--- src/rtl/fb_pixel_sink_if.sv ---
// Pixel stream from the shape renderers into the framebuffer sink.
// The renderer drives coordinates, colour and valid; the sink returns ready.
interface fb_pixel_sink_if;
  logic [8:0] x_stream;
  logic [7:0] y_stream;
  logic [2:0] color_stream;
  logic       writeEn;
  logic       ready;

  modport master (output x_stream, y_stream, color_stream, writeEn, input ready);
  modport slave  (input x_stream, y_stream, color_stream, writeEn, output ready);
endinterface

--- src/rtl/fb_pixel_sink.sv ---
// Clips renderer pixels to the screen, buffers them in a small FIFO and writes them
// to the shared framebuffer in granted cycles; also performs a full-screen clear.
module fb_pixel_sink #(
  parameter int unsigned SCREEN_W   = 320,
  parameter int unsigned SCREEN_H   = 240,
  parameter int unsigned FIFO_DEPTH = 8,
  parameter int unsigned ADDR_W     = 17
) (
  input  logic              clk,
  input  logic              resetn,
  fb_pixel_sink_if.slave    pix,
  input  logic              clear_req,
  input  logic [2:0]        clear_color,
  output logic              clear_done,
  output logic              busy,
  input  logic              mem_grant,
  output logic              mem_we,
  output logic [ADDR_W-1:0] mem_addr,
  output logic [2:0]        mem_data,
  output logic [15:0]       drop_count
);
  localparam int unsigned PTR_W     = (FIFO_DEPTH > 1) ? $clog2(FIFO_DEPTH) : 1;
  localparam int unsigned CNT_W     = PTR_W + 1;
  localparam int unsigned LAST_ADDR = SCREEN_W * SCREEN_H - 1;

  typedef struct packed {
    logic [ADDR_W-1:0] addr;
    logic [2:0]        color;
  } pix_entry_t;

  typedef enum logic {ST_IDLE, ST_CLEAR} state_e;

  state_e            state_q, state_d;
  pix_entry_t        fifo_q [FIFO_DEPTH];
  pix_entry_t        fifo_d [FIFO_DEPTH];
  logic [PTR_W-1:0]  wr_ptr_q, wr_ptr_d, rd_ptr_q, rd_ptr_d;
  logic [CNT_W-1:0]  count_q, count_d;
  logic              clear_pending_q, clear_pending_d;
  logic [2:0]        clear_color_q, clear_color_d;
  logic [ADDR_W-1:0] clr_addr_q, clr_addr_d;
  logic              clear_done_q, clear_done_d;
  logic [15:0]       drop_count_q, drop_count_d;
  logic [ADDR_W-1:0] last_addr_q, last_addr_d;
  logic [2:0]        last_data_q, last_data_d;

  logic              fifo_empty, in_bounds, ready_c, push, pop;
  logic [ADDR_W-1:0] src_addr;
  logic [2:0]        src_data;
  pix_entry_t        head, new_entry;

  // Acceptance is judged on start-of-cycle occupancy, so a full FIFO never takes a pixel.
  always_comb begin
    fifo_empty      = (count_q == '0);
    in_bounds       = (32'(pix.x_stream) < SCREEN_W) && (32'(pix.y_stream) < SCREEN_H);
    ready_c         = (state_q != ST_CLEAR) && !clear_pending_q &&
                      (count_q < CNT_W'(FIFO_DEPTH));
    head            = fifo_q[rd_ptr_q];
    new_entry.addr  = ADDR_W'(pix.y_stream) * ADDR_W'(SCREEN_W) + ADDR_W'(pix.x_stream);
    new_entry.color = pix.color_stream;
  end

  assign pix.ready = ready_c;

  always_comb begin
    state_d         = state_q;
    clear_pending_d = clear_pending_q;
    clear_color_d   = clear_color_q;
    clr_addr_d      = clr_addr_q;
    clear_done_d    = 1'b0;
    mem_we          = 1'b0;
    src_addr        = head.addr;
    src_data        = head.color;

    case (state_q)
      ST_IDLE: begin
        mem_we = mem_grant && !fifo_empty;
        if (clear_pending_q && fifo_empty) begin
          state_d         = ST_CLEAR;
          clear_pending_d = 1'b0;
          clr_addr_d      = '0;
        end else if (clear_req && !clear_pending_q) begin
          clear_pending_d = 1'b1;
          clear_color_d   = clear_color;
        end
      end
      ST_CLEAR: begin
        mem_we   = mem_grant;
        src_addr = clr_addr_q;
        src_data = clear_color_q;
        if (mem_grant) begin
          clr_addr_d = clr_addr_q + ADDR_W'(1);
          if (clr_addr_q == ADDR_W'(LAST_ADDR)) begin
            state_d      = ST_IDLE;
            clear_done_d = 1'b1;
          end
        end
      end
      default: state_d = ST_IDLE;
    endcase

    // Memory outputs hold their last driven value on idle cycles.
    mem_addr    = mem_we ? src_addr : last_addr_q;
    mem_data    = mem_we ? src_data : last_data_q;
    last_addr_d = mem_addr;
    last_data_d = mem_data;
  end

  always_comb begin
    push         = pix.writeEn && ready_c && in_bounds;
    pop          = mem_we && (state_q == ST_IDLE);
    fifo_d       = fifo_q;
    wr_ptr_d     = wr_ptr_q;
    rd_ptr_d     = rd_ptr_q;
    count_d      = count_q;
    drop_count_d = drop_count_q;

    if (push) begin
      fifo_d[wr_ptr_q] = new_entry;
      wr_ptr_d         = wr_ptr_q + PTR_W'(1);
    end
    if (pop) begin
      rd_ptr_d = rd_ptr_q + PTR_W'(1);
    end
    case ({push, pop})
      2'b10:   count_d = count_q + CNT_W'(1);
      2'b01:   count_d = count_q - CNT_W'(1);
      default: count_d = count_q;
    endcase
    if (pix.writeEn && !push && (drop_count_q != 16'hFFFF)) begin
      drop_count_d = drop_count_q + 16'd1;
    end
  end

  always_ff @(posedge clk) begin
    if (!resetn) begin
      state_q         <= ST_IDLE;
      fifo_q          <= '{default: '0};
      wr_ptr_q        <= '0;
      rd_ptr_q        <= '0;
      count_q         <= '0;
      clear_pending_q <= 1'b0;
      clear_color_q   <= '0;
      clr_addr_q      <= '0;
      clear_done_q    <= 1'b0;
      drop_count_q    <= '0;
      last_addr_q     <= '0;
      last_data_q     <= '0;
    end else begin
      state_q         <= state_d;
      fifo_q          <= fifo_d;
      wr_ptr_q        <= wr_ptr_d;
      rd_ptr_q        <= rd_ptr_d;
      count_q         <= count_d;
      clear_pending_q <= clear_pending_d;
      clear_color_q   <= clear_color_d;
      clr_addr_q      <= clr_addr_d;
      clear_done_q    <= clear_done_d;
      drop_count_q    <= drop_count_d;
      last_addr_q     <= last_addr_d;
      last_data_q     <= last_data_d;
    end
  end

  assign clear_done = clear_done_q;
  assign drop_count = drop_count_q;
  assign busy       = !fifo_empty || clear_pending_q || (state_q == ST_CLEAR);

endmodule

--- src/flat_wrapper.sv ---
// flat-port wrapper written by rule: the top's interface ports become plain ports
module fb_pixel_sink_flat 
#(
  parameter int unsigned SCREEN_W   = 320,
  parameter int unsigned SCREEN_H   = 240,
  parameter int unsigned FIFO_DEPTH = 8,
  parameter int unsigned ADDR_W     = 17
)
  (clk, resetn, clear_req, clear_color, clear_done, busy, mem_grant, mem_we, mem_addr, mem_data, drop_count, pix_x_stream, pix_y_stream, pix_color_stream, pix_writeEn, pix_ready);
  fb_pixel_sink_if pix_i ();
  input  logic clk;
  input  logic resetn;
  input  logic clear_req;
  input  logic [2:0] clear_color;
  output logic clear_done;
  output logic busy;
  input  logic mem_grant;
  output logic mem_we;
  output logic [ADDR_W-1:0] mem_addr;
  output logic [2:0] mem_data;
  output logic [15:0] drop_count;
  input wire logic [$bits(pix_i.x_stream)-1:0] pix_x_stream;
  input wire logic [$bits(pix_i.y_stream)-1:0] pix_y_stream;
  input wire logic [$bits(pix_i.color_stream)-1:0] pix_color_stream;
  input wire logic [$bits(pix_i.writeEn)-1:0] pix_writeEn;
  output wire logic [$bits(pix_i.ready)-1:0] pix_ready;
  assign pix_i.x_stream = pix_x_stream;
  assign pix_i.y_stream = pix_y_stream;
  assign pix_i.color_stream = pix_color_stream;
  assign pix_i.writeEn = pix_writeEn;
  assign pix_ready = pix_i.ready;
  fb_pixel_sink #(.SCREEN_W(SCREEN_W), .SCREEN_H(SCREEN_H), .FIFO_DEPTH(FIFO_DEPTH), .ADDR_W(ADDR_W)) u_core (.clk(clk), .resetn(resetn), .pix(pix_i), .clear_req(clear_req), .clear_color(clear_color), .clear_done(clear_done), .busy(busy), .mem_grant(mem_grant), .mem_we(mem_we), .mem_addr(mem_addr), .mem_data(mem_data), .drop_count(drop_count));
endmodule
--- config.mk ---
export PLATFORM = sky130hd
export DESIGN_NAME = fb_pixel_sink_flat
export DESIGN_NICKNAME = d
export VERILOG_FILES = /design/src/rtl/fb_pixel_sink_if.sv /design/src/rtl/fb_pixel_sink.sv /design/src/flat_wrapper.sv
export SDC_FILE = /design/constraint.sdc
export NUM_CORES = 1
export LEC_CHECK = 0
export ABC_CLOCK_PERIOD_IN_PS = 8800
export BUFFER_PORTS_ARGS = -buffer_cell sky130_fd_sc_hd__buf_2
export CAP_MARGIN = 15
export CELL_PAD_IN_SITES_DETAIL_PLACEMENT = 1
export CELL_PAD_IN_SITES_GLOBAL_PLACEMENT = 2
export CORE_MARGIN = 1.5
export CORE_UTILIZATION = 35
export CTS_CLUSTER_SIZE = 28
export DETAILED_ROUTE_END_ITERATION = 10
export PLACE_DENSITY = 0.78
export SLEW_MARGIN = 10
export SYNTH_ARGS = -nofsm -noshare
export SYNTH_HDL_FRONTEND = slang
export SYNTH_SLANG_ARGS = --single-unit
--- constraint.sdc ---
create_clock -name clk -period 8.8 [get_ports clk]
set_input_delay 1.32 -clock clk [delete_from_list [all_inputs] [get_ports clk]]
set_output_delay 1.32 -clock clk [all_outputs]
set_load 0.05 [all_outputs]
# --- After elaboration in Yosys (flattened, before gate mapping) ---
# Cells that the tools add are included.
word_totals:
  regBits: 229
  input_bits: 28
  out_inout_bits: 40
  word_cells: 97
op_classes:
  n_addsub: 7
  multipliers: 1
  order_cmp: 6
  n_eq_ne: 6
  muxes: 22
  n_bitwise: 4
  reduce_logical: 24
ops:
  columns: ["operator", "count"]
  rows:
  - ["$bwmux W160", 1]
  - ["$mux W17", 4]
  - ["$bmux W20 S3", 1]
  - ["$demux W20 S3", 1]
  - ["$mux W20", 3]
  - ["$pmux W17 S2", 1]
  - ["$add A17 B1 Y17 const B", 1]
  - ["$add A17 B9 Y17", 1]
  - ["$eq A17 B17 Y1 const B", 1]
  - ["$add A16 B1 Y16 const B", 1]
  - ["$ne A16 B16 Y1 const B", 1]
  - ["$logic_and A1 B1 Y1", 12]
  - ["$mul A8 B3 Y11 const B", 1]
  - ["$lt A9 B9 Y1 const B", 1]
  - ["$ge A4 B4 Y1 const B", 2]
  - ["$lt A8 B8 Y1 const B", 1]
  - ["$not A3 Y4", 2]
  - ["$pmux W4 S2", 1]
  - ["$add A3 B1 Y3 const B", 2]
  - ["$mux W1", 6]
  - ["$mux W3", 2]
  - ["$reduce_and A3 Y1", 2]
  - ["$add A4 B1 Y4 const B", 1]
  - ["$logic_not A4 Y1", 1]
  - ["other kinds (13)", 20]

# --- Depth between registers and ports, before layout ---
# Gate-level depths: netlist of run 1.
depth:
  ltp_word: 8
  ltp_mapped: 12
  ltp_nobuf: 11

# --- Least setup slack after synthesis of run 1 ---
# Ideal clock, no wire load.
synth_path:
  path_type: "input -> output"
  from: "input port mem_grant"
  to: "output port mem_addr[10]"
  t_arrival_ns: 3.073
  required_ns: 7.480
  setup_slack_ns: 4.407
  path_stages: 4
  n_path_buf: 1
  path_cell_list: "o21ai_0 > or2_2 > clkbuf_1 > o21ai_0"
synth_between:
  elab_chain_cells: 3
synth_lines:
  columns: ["item", "line_no", "source"]
  rows:
  - ["start: declaration", "flat_wrapper.sv:17", "input logic mem_grant;"]
  - ["$logic_and A1 B1 Y1", "fb_pixel_sink.sv:76", "mem_we = mem_grant && !fifo_empty;"]
  - ["$pmux W1 S2 (*)", "fb_pixel_sink.sv:74", "case (state_q)"]
  - ["$mux W17 (*)", "fb_pixel_sink.sv:102", "mem_addr = mem_we ? src_addr : last_addr_q;"]
  - ["end: declaration", "flat_wrapper.sv:19", "output logic [ADDR_W-1:0] mem_addr;"]
# Every way passes the cells marked *; elsewhere a longest branch is shown, timed or not.

# --- Worst setup path in the final report of run 1 ---
layout_path:
  from: "register u_core.rd_ptr_q[0]"
  to: "output port mem_data[2]"
layout_between:
  elab_chain_cells: 6
layout_lines:
  columns: ["item", "line_no", "source"]
  rows:
  - ["start: declaration", "fb_pixel_sink.sv:36", "logic [PTR_W-1:0] wr_ptr_q, wr_ptr_d, rd_ptr_q, rd_ptr_d;"]
  - ["start signal: assignment", "fb_pixel_sink.sv:152", "rd_ptr_q <= rd_ptr_d;"]
  - ["$not A3 Y4 (not written as such)", "fb_pixel_sink.sv:57", "head = fifo_q[rd_ptr_q];"]
  - ["$bmux W20 S3", "fb_pixel_sink.sv:57", null]
  - ["$mux W20 (not written as such) (2 in a row)", "fb_pixel_sink.sv:57", null]
  - ["$mux W3", "fb_pixel_sink.sv:74", null]
  - ["$mux W3", "fb_pixel_sink.sv:103", "mem_data = mem_we ? src_data : last_data_q;"]
  - ["end: declaration", "flat_wrapper.sv:20", "output logic [2:0] mem_data;"]
# No other way between the ends. The select of a mux whose other input is x is not followed.

==> results of run 1 <==
logic make-up (layout without fill, tap and decap cells):
group / Yosys count / in the layout / synth area share (%)
AOI/OAI and AO/OA: 264 / 264 / 14.53
adders and majority gates: 25 / 25 / 3.230
and+or+nand+nor: 445 / 445 / 18.85
buffers and inverters: 110 / 153 / 4.338
DFF: 229 / 229 / 44.16
muxes: 65 / 65 / 11.10
xor gates and xnor gates: 45 / 45 / 3.796
worst paths after layout:
| kind | startpoint | end | slack [ns] | cells past startpoint |
|---|---|---|---|---|
| setup / recovery | u_core.rd_ptr_q[0] | mem_data[2] | 4.27 | 7 |
| hold / removal | u_core.fifo_q[43] | u_core.fifo_q[43] | 0.45 | 2 |
| setup reg to reg | u_core.count_q[3] | u_core.count_q[3] | 5.48 | 11 |
| hold reg to reg | u_core.fifo_q[43] | u_core.fifo_q[43] | 0.45 | 2 |
report_power, final:
part	switching [mW]	internal [mW]
sequential	0.0400	1.09
combinational	0.496	0.218
clock	0.435	0.704
sequential cells by signal (all words and copies together), names as in the netlist:
signal                  cells
u_core.count_q              4
u_core.clear_done           1
u_core.last_data_q          3
u_core.fifo_q             160
u_core.state_q              1
u_core.rd_ptr_q             3
u_core.drop_count          16
u_core.clear_color_q        3
u_core.clear_pending_q      1
u_core.last_addr_q         17
u_core.clr_addr_q          17
u_core.wr_ptr_q             3
cells in the mapped netlist, types with 8 or more instances:
cell / number
ha_1: 22
dfxtp_1: 229
a211oi_1: 32
a21oi_1: 151
o21ai_0: 54
clkbuf_1: 57
nand2_1: 217
inv_1: 20
mux4_2: 40
and2_1: 26
xnor2_1: 23
nor2_1: 125
nor3_1: 8
nand4_1: 9
xor2_1: 22
a32oi_1: 11
buf_2: 26
nand3_1: 13
mux2i_1: 24
or3_1: 9
cell type report:
type	count	area (µm²)
inverters	22	85.08
repair buffers	83	462.9
fillers	3365	17020
clock buffers	43	835.8
clock inverters	5	78.83
multi-input cells	844	5390
flip-flops and latches	229	4587
well taps	384	480.5
routing by layer:
metal	share of wire [%]	GRT usage, %	vias up	routed length, µm
met3	4.7	2.850	43	1458
met4	2.1	5.093	0	660
met5	0	0	-	0
met1	47	27.95	4150	14500
li1	-	-	4127	-
met2	46	33.61	128	14180
stage by stage:
stage	instance area [µm²]	setup slack (ns)
after floorplan	10380	4.407
after global placement	10990	4.455
after detailed placement	10990	4.324
after CTS	11910	4.218
after global routing	11920	4.165
final	11920	4.270
worst register-to-register path, stage by stage, from the launching register on:
cell	delay, ns
dfxtp_1	0.34
or4_4	0.58
o21ai_2	0.38
or2_2	0.35
inv_1	0.14
ha_1	0.26
ha_1	0.28
a21o_1	0.19
a21oi_1	0.20
xnor2_1	0.09
or3_1	0.30
a21oi_1	0.13
==> impl_metrics.ini, run 1 <==
[run_status]
outcome = completed

[synthesis]
mappedNetlistNets = 1236
synth_flop_cell = dfxtp_1
synth_area_leader_cell = dfxtp_1
ys_ff_latch = 229
synth-async-reset-ratio_pct = 0
synth_largest_type_area_fraction_pct = 44.16
synth.distinct_cells = 52
synth-edff-count = 0
synth_seq_area_share_pct = 44.16
instance_count_of_the_mapped_netlist = 1183
synth_top_cells_by_area = dfxtp_1 (44%), mux4_2 (8.7%), nand2_1 (7.8%)
syn-cell-area_um2 = 10380
yosysWarningCount = 0
synth_area_per_cell_um2 = 8.776

[drt]
routed_via_density = 5.247
routed-via-count = 8448
routed_wirelength_mm = 30.80
post_drt_wl_per_cell_um = 19.13
route.detailed.drc = 0
drt_iter0_markers = 436
final_antenna_net_count = 0
first_pass_iters = 4

[pwr]
post-layout-total-power_mw = 2.984
power_density_nw_per_um2 = 250.4
power_leakage_nw = 4.173
vdd_drop_max_mv = 0.1240

[critical_path]
cp_slowest_cell = buf_4
worst-path-max-fanout = 42
critical_path.endpoint_type = output port
cp_num_buf_inv = 2
critical_path.cell_chain = buf_4, mux4_2, mux2i_1, nor2_1, a21oi_1, o21ai_0, buf_2
critical_path.top_delay_family = multiplexers
worstPathRequired_ns = 7.48
cp.arrival_ns = 3.21
timing.setup.critical_path_class = reg2out
critical-path-max-stage-delay_ns = 0.65
cp-start-kind = flop

[placement]
hpwl_dp_mm = 19.69
numPortBuffers = 67
gp_congestion = 0.7765
dp_cells = 1561

[sta]
worst_hold_slack_ns = 0.4511
finalWorstPathRequiredPeriod_ns = 4.530
min_period_over_period_pct = 51.48
tightestPinTransition_ns = 0.9850
report.final.hold_viol_count = 0
fin_tns_setup_ns = 0
setup_viol_count_final = 0
final_max_slew_viol_count = 0
grt_setup_unrepaired = no
clock-skew-final_ns = 0.01389
max_freq_ghz = 0.2207
timing.max_slew.rel_slack_pct = 34.14

[clock_network]
clk_latency_ns = 0.53
cts-htree-levels = 1
cts_repair_resize_count = 0
cell_at_the_root_of_the_clock_tree = clkbuf_16
cts-root-to-sink-buffers = 3
clock_sink_count = 229
cts.reportedPaths.clkPinSlew_ns = 0.06
post-cts-setup-buffer-count = 0
cts-buffers-inserted = 27
holdBufCountCts = 0
cts_tree = built

[floorplanning]
placement_row_count = 62
die_height_um = 175.2
starting_density_of_the_core_pct = 35.88
chipWidth_um = 175.2
num_io_pins = 68
floorplan.die_area_um2 = 30710
core-area_um2 = 28940

[global_routing]
grt_pass1_wl_mm = 49.15
grt_start_max_net_pins = 78
antenna_found_initial = 0
global_route.usage.total_pct = 20.34
grt_remaining_overflow = 0
first_global_vias = 8628

[final_layout]
most_common_library_cell_in_the_layout_ignoring_fill_and_taps = dfxtp_1
finish.net_count = 1260
finish.cell_count_without_fillers = 1610
drive_above_1_share_pct = 15.09
post_layout_utilization_of_the_core_pct = 41.20
areaGrowthSynthToFinish_pct = 14.81
leading_cell_types_in_the_layout_fill_and_taps_excluded = dfxtp_1 (227), nand2_1 (217), a21oi_1 (151)
num_antenna_cells = 0

[worst_hold_path]
hold_path_class = reg2reg

[flow_run]
max-cap-violations = 0
Note: power is estimated with default switching activity, not from simulation.
==> inputs of run 2 (changes only) <==
- ABC_CLOCK_PERIOD_IN_PS: 8800 -> 4000
- CORE_UTILIZATION: 35 -> 34
- PLACE_DENSITY: 0.78 -> 0.79
- clock period: 8.8 -> 4 ns (I/O delays scaled with it)
==> run 2 against run 1 <==
Global-route usage is 0.31 points lower. Non-clock buffer count increased by 18. Routed wire length up 0.69%. Via count up 1.8%. Count of clock-buffer cells in the layout fell by 3. Power is 120% higher. Setup slack got worse by 3.8 ns. Combinational power grew 120%. Flip-flop and latch count unchanged. Largest power group is now registers. Highest routed layer unchanged.
==> impl_metrics.ini, run 2 (synthesis results as in run 1) <==
[critical_path]
critical_path.endpoint_type = output port
critical_path.cell_chain = buf_12, mux4_2, mux2i_1, nor2_1, a21oi_1, o21ai_0, buf_2
worstPathRequired_ns = 3.40
critical-path-max-stage-delay_ns = 0.65
cp_num_buf_inv = 2
cp.arrival_ns = 2.98
critical_path.top_delay_family = multiplexers
cp-start-kind = flop
timing.setup.critical_path_class = reg2out
worst-path-max-fanout = 17
cp_slowest_cell = dfxtp_2

[placement]
placedInstanceArea_um2 = 11180
dp_cells = 1586
gp_congestion = 0.8154
placement_stage_worst_setup_slack_ns = 0.3704
hpwl_dp_mm = 20.71
numPortBuffers = 67

[sta]
grt_setup_unrepaired = no
finalWorstPathRequiredPeriod_ns = 3.576
timing.max_slew.rel_slack_pct = 37.42
report.final.hold_viol_count = 0
worst_hold_slack_ns = 0.3197
max_freq_ghz = 0.2797
final_max_slew_viol_count = 0
tightestPinTransition_ns = 0.9320
clock-skew-final_ns = 0.01308
postLayoutSetupSlackWorst_ns = 0.4242
setup_viol_count_final = 0
min_period_over_period_pct = 89.39
fin_tns_setup_ns = 0

[global_routing]
grt_remaining_overflow = 0
first_global_vias = 8814
global_route.usage.total_pct = 20.04
antenna_found_initial = 0
grt_start_max_net_pins = 62
grt_pass1_wl_mm = 49.21

[floorplanning]
die_height_um = 177.7
core-area_um2 = 29870
starting_density_of_the_core_pct = 34.75
chipWidth_um = 177.7
num_io_pins = 68
placement_row_count = 63
floorplan.die_area_um2 = 31590

[final_layout]
largest_register_ff_count = 160
leading_cell_types_in_the_layout_fill_and_taps_excluded = dfxtp_1 (227), nand2_1 (217), a21oi_1 (151)
most_common_library_cell_in_the_layout_ignoring_fill_and_taps = dfxtp_1
num_antenna_cells = 0
post_layout_utilization_of_the_core_pct = 40.41
areaGrowthSynthToFinish_pct = 16.28
largestRegisters = u_core.fifo_q: 160 flops, u_core.clr_addr_q: 17 flops, u_core.last_addr_q: 17 flops
fillers = 3494
drive_above_1_share_pct = 16.37
top_register = u_core.fifo_q
finish.net_count = 1278
finish.cell_count_without_fillers = 1636
fin_area_um2 = 12070

[clock_network]
cts-htree-levels = 1
cts_repair_resize_count = 0
holdBufCountCts = 0
cts-buffers-inserted = 27
clock_sink_count = 229
clk_latency_ns = 0.53
post-cts-setup-buffer-count = 0
cts.reportedPaths.clkPinSlew_ns = 0.06
cell_at_the_root_of_the_clock_tree = clkbuf_16
cts_tree = built
cts-root-to-sink-buffers = 3

[pwr]
power_density_nw_per_um2 = 543.0
post-layout-total-power_mw = 6.555
power_leakage_nw = 4.270
vdd_drop_max_mv = 0.3201

[drt]
drt_iter0_markers = 389
met3RoutedLength_mm = 1.710
final_antenna_net_count = 0
route.detailed.drc = 0
routed_via_density = 5.255
met1_length_mm = 14.26
post_drt_wl_per_cell_um = 18.95
first_pass_iters = 4
maxUsedRoutingLayer = met4
routed-via-count = 8597
met2RoutedLength_mm = 14.54
routed_wirelength_mm = 31.01

[flow_run]
max-cap-violations = 0

[worst_hold_path]
hold_path_class = in2reg

[run_status]
outcome = completed
[run 2: changes by cell type in the layout (fill, tap and decap cells not counted)]
cell and delta:
nor3_2 +1, nor3_4 -1, buf_12 +4, clkinv_2 +5, buf_8 -1, clkbuf_8 -4
clkbuf_1 +1, buf_4 +15
[run 2: final timing paths]
path / start / to / slack (ns) / cells after the start
setup / recovery: u_core.rd_ptr_q[0] / mem_addr[5] / 0.42 / 7
setup reg to reg: u_core.count_q[3] / u_core.count_q[3] / 0.95 / 11
hold / removal: clear_color[2] / u_core.clear_color_q[2] / 0.32 / 3
hold reg to reg: u_core.fifo_q[108] / u_core.fifo_q[108] / 0.45 / 2
[run 2: layout make-up]
type | instances | area (µm²) | share of cell area [%]
Multi-Input combinational cell | 844 | 5384 | 44.60
Clock inverter | 10 | 103.9 | 0.8602
Clock buffer | 40 | 784.5 | 6.498
Sequential cell | 229 | 4587 | 37.99
Tap cell | 390 | 488.0 | 4.042
Timing Repair Buffer | 101 | 640.6 | 5.306
Inverter | 22 | 85.08 | 0.7047
[run 2: metal layers]
layer  vias up  track usage, %
li1       4173               -
met1      4232           26.92
met2       160           34.05
met3        32           2.614
met4         0           4.727
met5         -               0
[run 2: power breakdown]
group | switching, mW | internal [mW]
Clock | 0.969 | 1.48
Sequential | 0.122 | 2.40
Combinational | 1.07 | 0.512
Total | 2.16 | 4.39
[run 2: tightest hold or removal path: stages]
cell and delay [ns]:
buf_2 0.07, mux2i_1 0.06, nor2_1 0.08
